File: src/rtl/keypad_scanner_pkg.sv
// Shared types and constants for the 4x4 hex keypad scanner.
// Optional build macro KEYPAD_REPEAT_EN is consumed by keypad_scanner only.
package keypad_pkg;

    typedef enum logic [1:0] {
        SCAN     = 2'd0,
        DEBOUNCE = 2'd1,
        HELD     = 2'd2
    } kp_state_e;

    localparam int NUM_ROWS = 4;
    localparam int NUM_COLS = 4;
    localparam logic [NUM_COLS-1:0] COL_IDLE  = 4'b1111;
    localparam logic [NUM_COLS-1:0] COL0_N    = 4'b1110;
    localparam logic [NUM_ROWS-1:0] ROWS_IDLE = 4'b1111;

    // Number of rows pulled low in an active-low row pattern.
    function automatic logic [2:0] count_low(input logic [NUM_ROWS-1:0] rows_n);
        logic [2:0] n;
        n = 3'd0;
        for (int i = 0; i < NUM_ROWS; i++) begin
            n = n + {2'b00, ~rows_n[i]};
        end
        return n;
    endfunction

    // Index of the lowest-numbered row that is pulled low (0 when none are).
    function automatic logic [1:0] low_index(input logic [NUM_ROWS-1:0] rows_n);
        logic [1:0] idx;
        idx = 2'd0;
        for (int i = NUM_ROWS - 1; i >= 0; i--) begin
            idx = rows_n[i] ? idx : 2'(i);
        end
        return idx;
    endfunction

    // One-hot active-low drive pattern for a column index.
    function automatic logic [NUM_COLS-1:0] col_drive(input logic [1:0] idx);
        return COL_IDLE ^ (4'b0001 << idx);
    endfunction

endpackage

File: src/rtl/keypad_scanner_tick.sv
// Scan-rate prescaler: emits a one-clk tick every DIV clocks.
module scan_tick_gen #(
    parameter int unsigned DIV = 32'h0000_0F00
) (
    input  logic clk,
    input  logic rst,
    output logic tick
);

    localparam int CW = $clog2(DIV) + 1;
    localparam logic [CW-1:0] RELOAD = CW'(DIV - 1);
    localparam logic [CW-1:0] ONE    = CW'(1);
    localparam logic [CW-1:0] ZERO   = CW'(0);

    logic [CW-1:0] cnt;

    // Down-counter that reloads on zero; tick is registered.
    always_ff @(posedge clk or posedge rst) begin
        if (rst) begin
            cnt  <= ZERO;
            tick <= 1'b0;
        end else if (cnt == ZERO) begin
            cnt  <= RELOAD;
            tick <= 1'b1;
        end else begin
            cnt  <= cnt - ONE;
            tick <= 1'b0;
        end
    end

endmodule

File: src/rtl/keypad_scanner.sv
// 4x4 keypad matrix scanner with debounce and ghost rejection.
// Define KEYPAD_REPEAT_EN to build the auto-repeat hold counter.
module keypad_scanner
    import keypad_pkg::*;
#(
    parameter int unsigned SCAN_DIV           = 32'h0000_0F00,
    parameter int unsigned DEBOUNCE_SCANS     = 8,
    parameter int unsigned REPEAT_DELAY_SCANS = 500,
    parameter int unsigned REPEAT_RATE_SCANS  = 100
) (
    input  logic                clk,
    input  logic                rst,
    input  logic [NUM_ROWS-1:0] ROW_N,
    output logic [NUM_COLS-1:0] COL_N,
    output logic [3:0]          key_code,
    output logic                key_valid,
    output logic                key_down
);

    localparam int DCW = $clog2(DEBOUNCE_SCANS) + 1;
    localparam logic [DCW-1:0] DEB_ZERO = DCW'(0);
    localparam logic [DCW-1:0] DEB_ONE  = DCW'(1);
    localparam logic [DCW-1:0] DEB_LAST = DCW'(DEBOUNCE_SCANS - 1);
    localparam logic [DCW-1:0] DEB_FULL = DCW'(DEBOUNCE_SCANS);

    if (DEBOUNCE_SCANS < 1 || REPEAT_RATE_SCANS < 1 ||
        REPEAT_DELAY_SCANS < REPEAT_RATE_SCANS) begin : g_param_check
        $error("keypad_scanner: invalid scan parameters");
    end

    logic [NUM_ROWS-1:0] row_meta;
    logic [NUM_ROWS-1:0] row_sync;
    logic                tick;
    kp_state_e           state;
    logic [1:0]          col_idx;
    logic [1:0]          row_idx;
    logic [NUM_ROWS-1:0] row_pat;
    logic [DCW-1:0]      cnt;
    logic [DCW-1:0]      rel_cnt;

    logic [2:0]          n_low;
    logic [1:0]          low_idx;
    logic                rows_idle;
    logic [1:0]          col_next;
    logic [DCW-1:0]      cnt_inc;
    logic [DCW-1:0]      rel_inc;

`ifdef KEYPAD_REPEAT_EN
    localparam int HCW = $clog2(REPEAT_DELAY_SCANS) + 1;
    localparam logic [HCW-1:0] HOLD_ZERO  = HCW'(0);
    localparam logic [HCW-1:0] HOLD_ONE   = HCW'(1);
    localparam logic [HCW-1:0] HOLD_DELAY = HCW'(REPEAT_DELAY_SCANS);
    localparam logic [HCW-1:0] HOLD_RESUME = HCW'(REPEAT_DELAY_SCANS - REPEAT_RATE_SCANS);
    logic [HCW-1:0] hold_cnt;
    logic [HCW-1:0] hold_inc;
`endif

    scan_tick_gen #(.DIV(SCAN_DIV)) u_tick (
        .clk  (clk),
        .rst  (rst),
        .tick (tick)
    );

    // Two-flop synchronizer for the asynchronous rows; idle rows read high.
    always_ff @(posedge clk or posedge rst) begin
        if (rst) begin
            row_meta <= ROWS_IDLE;
            row_sync <= ROWS_IDLE;
        end else begin
            row_meta <= ROW_N;
            row_sync <= row_meta;
        end
    end

    // Row decode and saturating counter increments.
    always_comb begin
        n_low     = count_low(row_sync);
        low_idx   = low_index(row_sync);
        rows_idle = (row_sync == ROWS_IDLE);
        col_next  = col_idx + 2'd1;
        cnt_inc   = (cnt >= DEB_FULL) ? cnt : cnt + DEB_ONE;
        rel_inc   = (rel_cnt >= DEB_FULL) ? rel_cnt : rel_cnt + DEB_ONE;
`ifdef KEYPAD_REPEAT_EN
        hold_inc  = (hold_cnt >= HOLD_DELAY) ? hold_cnt : hold_cnt + HOLD_ONE;
`endif
    end

    // Scan FSM with column shifter and registered key outputs; acts on ticks only.
    always_ff @(posedge clk or posedge rst) begin
        if (rst) begin
            state     <= SCAN;
            col_idx   <= 2'd0;
            COL_N     <= COL0_N;
            row_idx   <= 2'd0;
            row_pat   <= ROWS_IDLE;
            cnt       <= DEB_ZERO;
            rel_cnt   <= DEB_ZERO;
            key_code  <= 4'h0;
            key_valid <= 1'b0;
            key_down  <= 1'b0;
`ifdef KEYPAD_REPEAT_EN
            hold_cnt  <= HOLD_ZERO;
`endif
        end else begin
            key_valid <= 1'b0;
            if (tick) begin
                case (state)
                    SCAN: begin
                        if (n_low == 3'd1) begin
                            row_idx <= low_idx;
                            row_pat <= row_sync;
                            cnt     <= DEB_ZERO;
                            state   <= DEBOUNCE;
                        end else begin
                            col_idx <= col_next;
                            COL_N   <= col_drive(col_next);
                        end
                    end
                    DEBOUNCE: begin
                        if (row_sync == row_pat) begin
                            cnt <= cnt_inc;
                            if (cnt_inc >= DEB_LAST) begin
                                state     <= HELD;
                                key_code  <= {row_idx, col_idx};
                                key_valid <= 1'b1;
                                key_down  <= 1'b1;
                                rel_cnt   <= DEB_ZERO;
`ifdef KEYPAD_REPEAT_EN
                                hold_cnt  <= HOLD_ZERO;
`endif
                            end else begin
                                state <= DEBOUNCE;
                            end
                        end else begin
                            col_idx <= col_next;
                            COL_N   <= col_drive(col_next);
                            state   <= SCAN;
                        end
                    end
                    HELD: begin
                        if (rows_idle) begin
                            rel_cnt <= rel_inc;
`ifdef KEYPAD_REPEAT_EN
                            hold_cnt <= HOLD_ZERO;
`endif
                            if (rel_inc >= DEB_FULL) begin
                                key_down <= 1'b0;
                                col_idx  <= col_next;
                                COL_N    <= col_drive(col_next);
                                state    <= SCAN;
                            end else begin
                                state <= HELD;
                            end
                        end else begin
                            rel_cnt <= DEB_ZERO;
`ifdef KEYPAD_REPEAT_EN
                            // After the first repeat, rewind so later repeats come every RATE ticks.
                            if (hold_inc >= HOLD_DELAY) begin
                                key_valid <= 1'b1;
                                hold_cnt  <= HOLD_RESUME;
                            end else begin
                                hold_cnt  <= hold_inc;
                            end
`endif
                        end
                    end
                    default: begin
                        state <= SCAN;
                    end
                endcase
            end
        end
    end

endmodule

File: config.mk
export PLATFORM = sky130hd
export DESIGN_NAME = keypad_scanner
export DESIGN_NICKNAME = d
export VERILOG_FILES = /design/src/rtl/keypad_scanner_pkg.sv /design/src/rtl/keypad_scanner_tick.sv /design/src/rtl/keypad_scanner.sv
export SDC_FILE = /design/constraint.sdc
export NUM_CORES = 1
export LEC_CHECK = 0
export CAP_MARGIN = 20
export CORE_MARGIN = 8
export CORE_UTILIZATION = 45
export DETAILED_ROUTE_END_ITERATION = 16
export GPL_TIMING_DRIVEN = 1
export PLACE_DENSITY_LB_ADDON = 0.1
export SLEW_MARGIN = 20
export SYNTH_ARGS = -nofsm -noshare
export SYNTH_HDL_FRONTEND = slang
export SYNTH_SLANG_ARGS = --single-unit
File: constraint.sdc
create_clock -name clk -period 2.85 [get_ports clk]
set_input_delay 0.57 -clock clk [delete_from_list [all_inputs] [get_ports clk]]
set_output_delay 0.57 -clock clk [all_outputs]
set_load 0.01 [all_outputs]
Word level (Yosys, flattened, before mapping)
Cells that the tools add are included.
Widths: inputs -> output; s select.
Word-level totals
  register bits: 50
  input bits: 6
  output and inout bits: 10
  logic and storage cells: 95
Operators by class
  add/sub/neg operators: 7
  magnitude comparators: 4
  equal/unequal tests: 12
  shift-type cells: 1
  mux-type cells: 40
  bitwise logic cells: 5
  reduce and logical (&&, ||, !) cells: 12
Operators with widths (count)
  $mux 4: 11
  $mux 2: 13
  $pmux 4 s2: 2
  $ne 2x2->1 const B: 7
  $logic_not 13->1: 1
  $mux 13: 1
  $sub 13x1->13 const B: 1
  $ge 4x4->1 const B: 3
  $pmux 2 s3: 2
  $pmux 4 s3: 1
  $reduce_and 4->1: 3
  $reduce_and 6->1: 2
  $mux 1: 9
  $add 4x1->4 const B: 2
  $reduce_and 3->1: 2
  $eq 4x4->1: 1
  $eq 4x4->1 const B: 1
  $ge 4x3->1 const B: 1
  $not 1->1: 4
  $not 4->4: 1
  $reduce_bool 2->1: 2
  $shl 1x2->4 const A: 1
  $add 2x1->3: 1
  $add 3x1->3: 1
  8 further kinds: 8

Logic depth before layout (Yosys ltp)
Gate-level depths: netlist (run 1).
  depth after elaboration: 7
  mapped depth: 9
  depth with buffers taken out: 8

By module
Synthesis (run 1) repeated with hierarchy kept, for this count alone.
Second synthesis, totals
  cell total of the unflattened synthesis: 219
  area, all modules: 2539.9 um^2
By module, submodules not included
  keypad_scanner: instances 1, cells each 152, area an instance 1801.7 um^2, sequential area each 919.6 um^2
  scan_tick_gen: instances 1, cells each 67, area an instance 738.2 um^2, sequential area each 350.3 um^2

Worst setup path before layout (run 1)
Ideal clock, no wire load.
  path kind: register to register
  start: register row_sync[1]
  end: register col_idx[1]
  setup time: 0.125 ns
  arrival: 2.453 ns
  data required time: 2.725 ns
  slack: 0.272 ns
  stages on the path, launching flop included: 9
  period minus slack after synthesis: 2.578 ns
  cells stage by stage: dfstp_2 fa_1 inv_1 ha_1 ha_1 nor4b_1 nor3b_1 o22ai_2 mux2_2
Between the ends
  word-level cells in the longest chain between the ends: 7
  elaborated cells between the ends (all ways): 11
  those cells by class: 3 x add/sub; 6 x eq/ne; 1 x bitwise; 1 x reduce/logical
Ends and longest elaborated chain
  from (decl): line keypad_scanner.sv:32  | logic [NUM_ROWS-1:0] row_sync;
  from (signal assigned): line keypad_scanner.sv:71  | row_sync <= row_meta;
  $not 1->1: line keypad_scanner_pkg.sv:22  | n = n + {2'b00, ~rows_n[i]};
  $add 1x1->2: line keypad_scanner_pkg.sv:22
  $add 2x1->3: line keypad_scanner_pkg.sv:22
  $add 3x1->3: line keypad_scanner_pkg.sv:22
  $eq 3x1->1: line keypad_scanner.sv:109  | if (n_low == 3'd1) begin
  $ne 2x2->1 (no line)
  $reduce_and 6->1 (no line) *
  to (signal assigned): line keypad_scanner.sv:115  | col_idx <= col_next;
  to (signal assigned): line keypad_scanner.sv:135  | col_idx <= col_next;
  to (signal assigned): line keypad_scanner.sv:148  | col_idx <= col_next;
  to (decl): line keypad_scanner.sv:35  | logic [1:0] col_idx;
Every way passes the cells marked *; elsewhere a longest branch is shown, timed or not.
A chain may end at the register's enable or synchronous reset.

Worst setup path in the final report (run 1)
  start: register row_sync[3]
  end: register col_idx[1]
Between the ends
  word-level cells in the longest chain between the ends: 5
  elaborated cells between the ends (all ways): 9
  those cells by class: 1 x add/sub; 6 x eq/ne; 1 x bitwise; 1 x reduce/logical
Ends and longest elaborated chain (line)
  $not 1->1: keypad_scanner_pkg.sv:22
  $add 3x1->3: keypad_scanner_pkg.sv:22
  $eq 3x1->1: keypad_scanner.sv:109
  $ne 2x2->1 (no line)
  $reduce_and 6->1 (no line) *
Marked as above.

==> out/results.ini, run 1 <==
[outcome]
run_status=completed

[worst_setup_path]
endpoint_kind=flip-flop
reg2reg_slack_ns=0.34
reg2reg_depth=8
worstReg2RegEnd=col_idx[1]
critPathMaxStageDelay_ns=0.62
reg2reg_from=row_sync[3]
critPathMaxFanout=7
slowest_stage=dfstp_2
worstSetupStartpointType=flip-flop
worst_ep_required_time_ns=3.04
crit_arrival_ns=2.70
crit_type=flip-flop to flip-flop
path_cells=fa_1 -> inv_1 -> ha_1 -> ha_1 -> nor4b_2 -> nor3b_1 -> o22ai_2 -> mux2_2
critPathMostFrequentCell=ha_1

[finish]
area_growth_pct=14.8
fin_nets=249
seqCellArea_sq_mm=0.00127
layout_common_cells=dfrtp_1 (35), inv_1 (22), nand2_1 (19)
diodes=0
fillers=435
final_cells=301
drive_gt1_frac=0.190
final_common_cell=dfrtp_1
multi_input_area_sq_um=995

[placed_design]
dpl.hpwl_um=3100
gp_congestion=0.792
portBuffers=15
place_inst=293

[timing]
finalSetupViolations=0
worstMarginPinSlew_ns=0.606
rsz0062_at_grt=no
slew_viol_final=0
period_needed_ns=2.51
relSlewSlack=0.596
hold_violations=0
fmax_ghz=0.398
timing.setup.tns_ns=0
post-route-period-util=0.881
finalClockSkew_ns=0.00514

[global_route]
grt_pass1_vias=1668
grt_max_degree=51
grt_pass1_wl_um=7710
antenna_found_initial=0
grt_usage=0.127
grt.overflow.total=0

[drt]
wl_per_cell_um=14.2
first_iter_violations=59
firstDrtPassIters=4
ant_nets=0
via_per_inst=5.20
wirelength_um=4280
vias=1566
drc=0

[clocking]
clock_latency_ns=0.30
postCtsHoldBufs=0
htreeDepth=2
cts_sinks=50
clk_path_buf_depth=2
numCtsBuffers=5
clk_pin_slew_ns=0.09
clockRootBuffer=clkbuf_8
cts_tree=done
post_cts_buffers=0

[synthesis]
yosys_warnings=0
ys_ff_latch=50
syn_nets=230
synth_cell_types=44
synth_fa_ha_area_frac=0.0718
synthTopCellsByArea=dfrtp_1 (37%), dfstp_2 (17%), ha_1 (6.3%), xnor2_1 (4.4%), mux2_2 (3.8%)
synth_seq_area_share=0.536
synthSimpleGateAreaFrac=0.158
syn_area_sq_mm=0.00237
synth_top_cell_area_share=0.370
syn_inst=211
synth_compound_area_frac=0.0808
yosys.area.top_type=dfrtp_1
synth_top_family_by_area=simple AND/OR/NAND/NOR gates
synth_xor_area_frac=0.0517
synth_mux_area_frac=0.0549
avgSynthCellArea_sq_um=11.2

[floorplan]
die_w_um=88.6
start_util=0.464
core_area_sq_mm=0.00511
dieArea_sq_mm=0.00784
core.rowCount=26
die_h_um=88.6
ios=16

[worst_hold_path]
min_path_type=flip-flop to flip-flop
min_from=row_meta[2]
worst_hold_path.num_cells=0
worstHoldEndpoint=row_sync[2]

[pwr]
p_leak_nw=1.19
vdd_drop_max_mv=0.239
power_density_mw_per_mm2=513

[flow_run]
drv_cap=0

## layout make-up
type                    count  share of cell area
clock buffers               6              0.0267
clock inverters             2              0.0138
inverters                  23              0.0317
flip-flops and latches     50               0.467
well taps                  70              0.0322
multi-input cells         132               0.366
repair buffers             18              0.0634
## Yosys cell counts (all sizes together)
library cell / instances
ha: 12
nand3b: 4
a31o: 3
a21oi: 3
a41oi: 1
nand4: 6
fa: 1
dfstp: 15
nor4: 2
o311ai: 1
nand3: 12
xnor2: 12
dfrtp: 35
nand2b: 1
and3: 2
nor3: 2
inv: 23
or4b: 1
a31oi: 1
nor2: 4
mux2i: 4
a21bo: 1
nor2b: 3
or3: 2
nor4b: 2
o31a: 1
o21ai: 8
or2b: 1
clkbuf: 5
a211o: 1
o31ai: 2
mux2: 8
nand2: 19
or4: 3
nor3b: 2
buf: 1
o221ai: 1
o22ai: 1
xor2: 2
o211ai: 3
## critical path: cells and delay by family, from the launching register on
kind	cells	cell delay (ns)
adders and majority gates	3	0.80
and+or+nand+nor	2	0.45
buffers and inverters	1	0.07
AOI/OAI and AO/OA	1	0.13
DFF	1	0.62
muxes	1	0.34
## power by group
group / leakage (nW) / internal [mW] / switching [mW]
Sequential: 0.587 / 0.752 / 0.0296
Clock: 0.0514 / 0.262 / 0.224
Combinational: 0.556 / 0.0595 / 0.0693
Total: 1.19 / 1.07 / 0.323
## per-stage QoR
stage	setup slack [ns]	total power [mW]	util	hold slack, ns	cell area, sq um
floorplan	0.272	0.872	-	0.345	2370
global placement	0.368	0.918	0.510	0.348	2610
detailed placement	0.267	0.923	0.510	0.347	2610
CTS	0.232	1.41	0.532	0.360	2720
global route	0.169	1.47	0.533	0.368	2720
finish	0.338	1.40	0.533	0.359	2720
## cell families (layout without fill, tap and decap cells)
| group | Yosys count | after routing |
|---|---|---|
| AND/OR/NAND/NOR | 66 | 66 |
| buffers and inverters | 29 | 49 |
| AO/OA/AOI/OAI | 27 | 27 |
| multiplexers | 12 | 12 |
| adder cells (fa/ha/maj) | 13 | 13 |
| flip-flops | 50 | 50 |
| XOR/XNOR | 14 | 14 |
## flip-flops by register name (all words and copies together) (netlist names)
signal       cells
col_idx          2
cnt              4
key_down         1
rel_cnt          4
u_tick.cnt      13
COL_N            4
state            2
row_meta         4
key_valid        1
row_idx          2
key_code         4
u_tick.tick      1
row_pat          4
row_sync         4
## metal layers
metal	vias up	GRT usage	part of all wire
met4	0	0.0568	0.020
met5	-	0	0
met1	784	0.148	0.44
li1	760	-	-
met3	8	0.0334	0.024
met2	14	0.212	0.52
## how the worst max path moves through the flow
stage                startpoint         end  depth (start not counted)  slack, ns
global placement    row_sync[1]  col_idx[1]                          8       0.37
CTS                 row_sync[3]  col_idx[1]                          8       0.23
global route        row_sync[3]    COL_N[3]                          9       0.17
finish              row_sync[3]  col_idx[1]                          8       0.34
detailed placement  row_sync[3]  col_idx[1]                          8       0.27
floorplan           row_sync[1]  col_idx[1]                          8       0.27
## timing repair
action | 4_1_cts | 5_1_grt
hold endpoints to repair | 0 | 0
endpoints found under the setup margin | 0 | 2
resized for setup | 0 | 1
(Power assumes the default switching activity.)
==> inputs of run 2 (changes only) <==
- CORE_UTILIZATION: 45 -> 55
==> run 2 against run 1 <==
Wire length is 1.7% lower. Global-route usage is 1.5 points higher. Non-clock buffer count is 1 higher. Register-to-register slack worse by 0.04 ns. Final area is 0.97% lower. Clock power is 7.2% lower. Die area is 15% lower. Worst setup slack worse by 0.045 ns. Critical path type unchanged. Critical endpoint unchanged.
==> out/results.ini, run 2 (synthesis gave the netlist of run 1 again) <==
[placed_design]
portBuffers=15
dp_slack_ns=0.288
dpl.hpwl_um=3080
place_inst=276
gp_congestion=0.787

[global_route]
antenna_found_initial=0
grt_max_degree=44
grt_pass1_wl_um=7490
grt_pass1_vias=1639
grt.overflow.total=0
grt_usage=0.142

[drt]
drc=0
wirelength_um=4210
vias=1576
first_iter_violations=108
firstDrtPassIters=4
ant_nets=0
via_per_inst=5.55
wl_per_cell_um=14.8

[clocking]
postCtsHoldBufs=0
numCtsBuffers=5
clk_pin_slew_ns=0.09
clockRootBuffer=clkbuf_8
htreeDepth=2
post_cts_resized=0
post_cts_buffers=0
cts_sinks=50
cts_tree=done
clock_latency_ns=0.30
clk_path_buf_depth=2

[pwr]
clock_power_share=0.332
power.switching_mw=0.325
vdd_drop_max_mv=0.410
p_sw_frac=0.239
power_density_mw_per_mm2=504
p_leak_nw=1.20
p_int_mw=1.03
combPwrFrac=0.095
p_total_mw=1.36
seq_power_share=0.573

[worst_setup_path]
cp.depth=8
critPathMaxFanout=7
crit_type=flip-flop to flip-flop
critPathMaxStageDelay_ns=0.61
worstReg2RegEnd=col_idx[1]
reg2reg_depth=8
endpoint_kind=flip-flop
reg2reg_from=row_sync[3]
critPathMostFrequentCell=ha_1
worst_ep_required_time_ns=3.04
worstSetupStartpoint=row_sync[3]
reg2reg_slack_ns=0.29
worstSetupEndpoint=col_idx[1]
crit_arrival_ns=2.74
critical-path-top-delay-family=adder cells
slowest_stage=dfstp_2
cp_num_buf_inv=1
path_cells=fa_1 -> inv_1 -> ha_1 -> ha_1 -> nor4b_1 -> nor3b_1 -> o22ai_2 -> mux2_2
worstSetupStartpointType=flip-flop

[timing]
fmax_ghz=0.391
relSlewSlack=0.428
worst_slack_ns=0.294
rsz0062_at_grt=no
finalClockSkew_ns=0.00472
post-route-period-util=0.897
slew_viol_final=0
timing.setup.tns_ns=0
period_needed_ns=2.56
hold_violations=0
worstMarginPinSlew_ns=0.856
finalSetupViolations=0

[floorplan]
dieArea_sq_mm=0.00667
die_w_um=81.6
start_util=0.556
ios=16
die_h_um=81.6
core.rowCount=24
core_area_sq_mm=0.00426

[worst_hold_path]
min_path_type=flip-flop to flip-flop

[finish]
largest-register=u_tick.cnt
drive_gt1_frac=0.194
layout_common_cells=dfrtp_1 (35), inv_1 (22), nand2_1 (19)
final_common_cell=dfrtp_1
final_cells=284
seqCellArea_sq_mm=0.00127
fillers=355
diodes=0
fin_nets=250
area_growth_pct=13.7
multi_input_area_sq_um=988
largest_reg_flops=13

[flow_run]
drv_cap=0

[outcome]
run_status=completed

-- run 2: layout make-up --
type	instances	share of cell area
clock buffers	7	0.0357
multi-input cells	132	0.367
repair buffers	19	0.0669
flip-flops and latches	50	0.471
clock inverters	1	0.00325
inverters	23	0.0320
well taps	52	0.0241
-- run 2: how the worst min path moves through the flow --
stage	startpoint	endpoint	slack, ns	depth (start not counted)
final	row_meta[1]	row_sync[1]	0.36	0
after global routing	row_meta[2]	row_sync[2]	0.36	0
after global placement	row_meta[0]	row_sync[0]	0.35	0
after CTS	row_meta[1]	row_sync[1]	0.36	0
after floorplan	row_meta[0]	row_sync[0]	0.35	0
after detailed placement	row_meta[1]	row_sync[1]	0.35	0
-- run 2: through the flow --
step / hold WS [ns] / cell area (sq um) / util
final: 0.359 / 2700 / 0.632
after CTS: 0.361 / 2700 / 0.632
after floorplan: 0.345 / 2370 / -
after global placement: 0.347 / 2590 / 0.607
after detailed placement: 0.347 / 2590 / 0.607
after global routing: 0.363 / 2700 / 0.632
-- run 2: layer usage --
| layer | up-vias | global-route usage | wire [um] |
|---|---|---|---|
| li1 | 765 | - | - |
| met4 | 0 | 0.0421 | 37 |
| met1 | 777 | 0.175 | 1870 |
| met3 | 4 | 0.0361 | 192 |
| met5 | - | 0 | 0 |
| met2 | 30 | 0.239 | 2100 |
-- run 2: worst reg2reg max path, delay by kind of cell (launching register included) --
family | cells | cell delay [ns]
adder cells (fa/ha/maj) | 3 | 0.79
flip-flops | 1 | 0.61
AND/OR/NAND/NOR | 2 | 0.49
multiplexers | 1 | 0.35
AO/OA/AOI/OAI | 1 | 0.14
buffers and inverters | 1 | 0.07
-- run 2: power groups by stage --
stage                     combinational (mW)  sequential [mW]  clock [mW]
after global routing                   0.146            0.785       0.498
after detailed placement               0.130            0.793           0
final                                  0.129            0.780       0.451
after global placement                 0.125            0.790           0
after floorplan                       0.0812            0.790           0
after CTS                              0.130            0.780       0.467
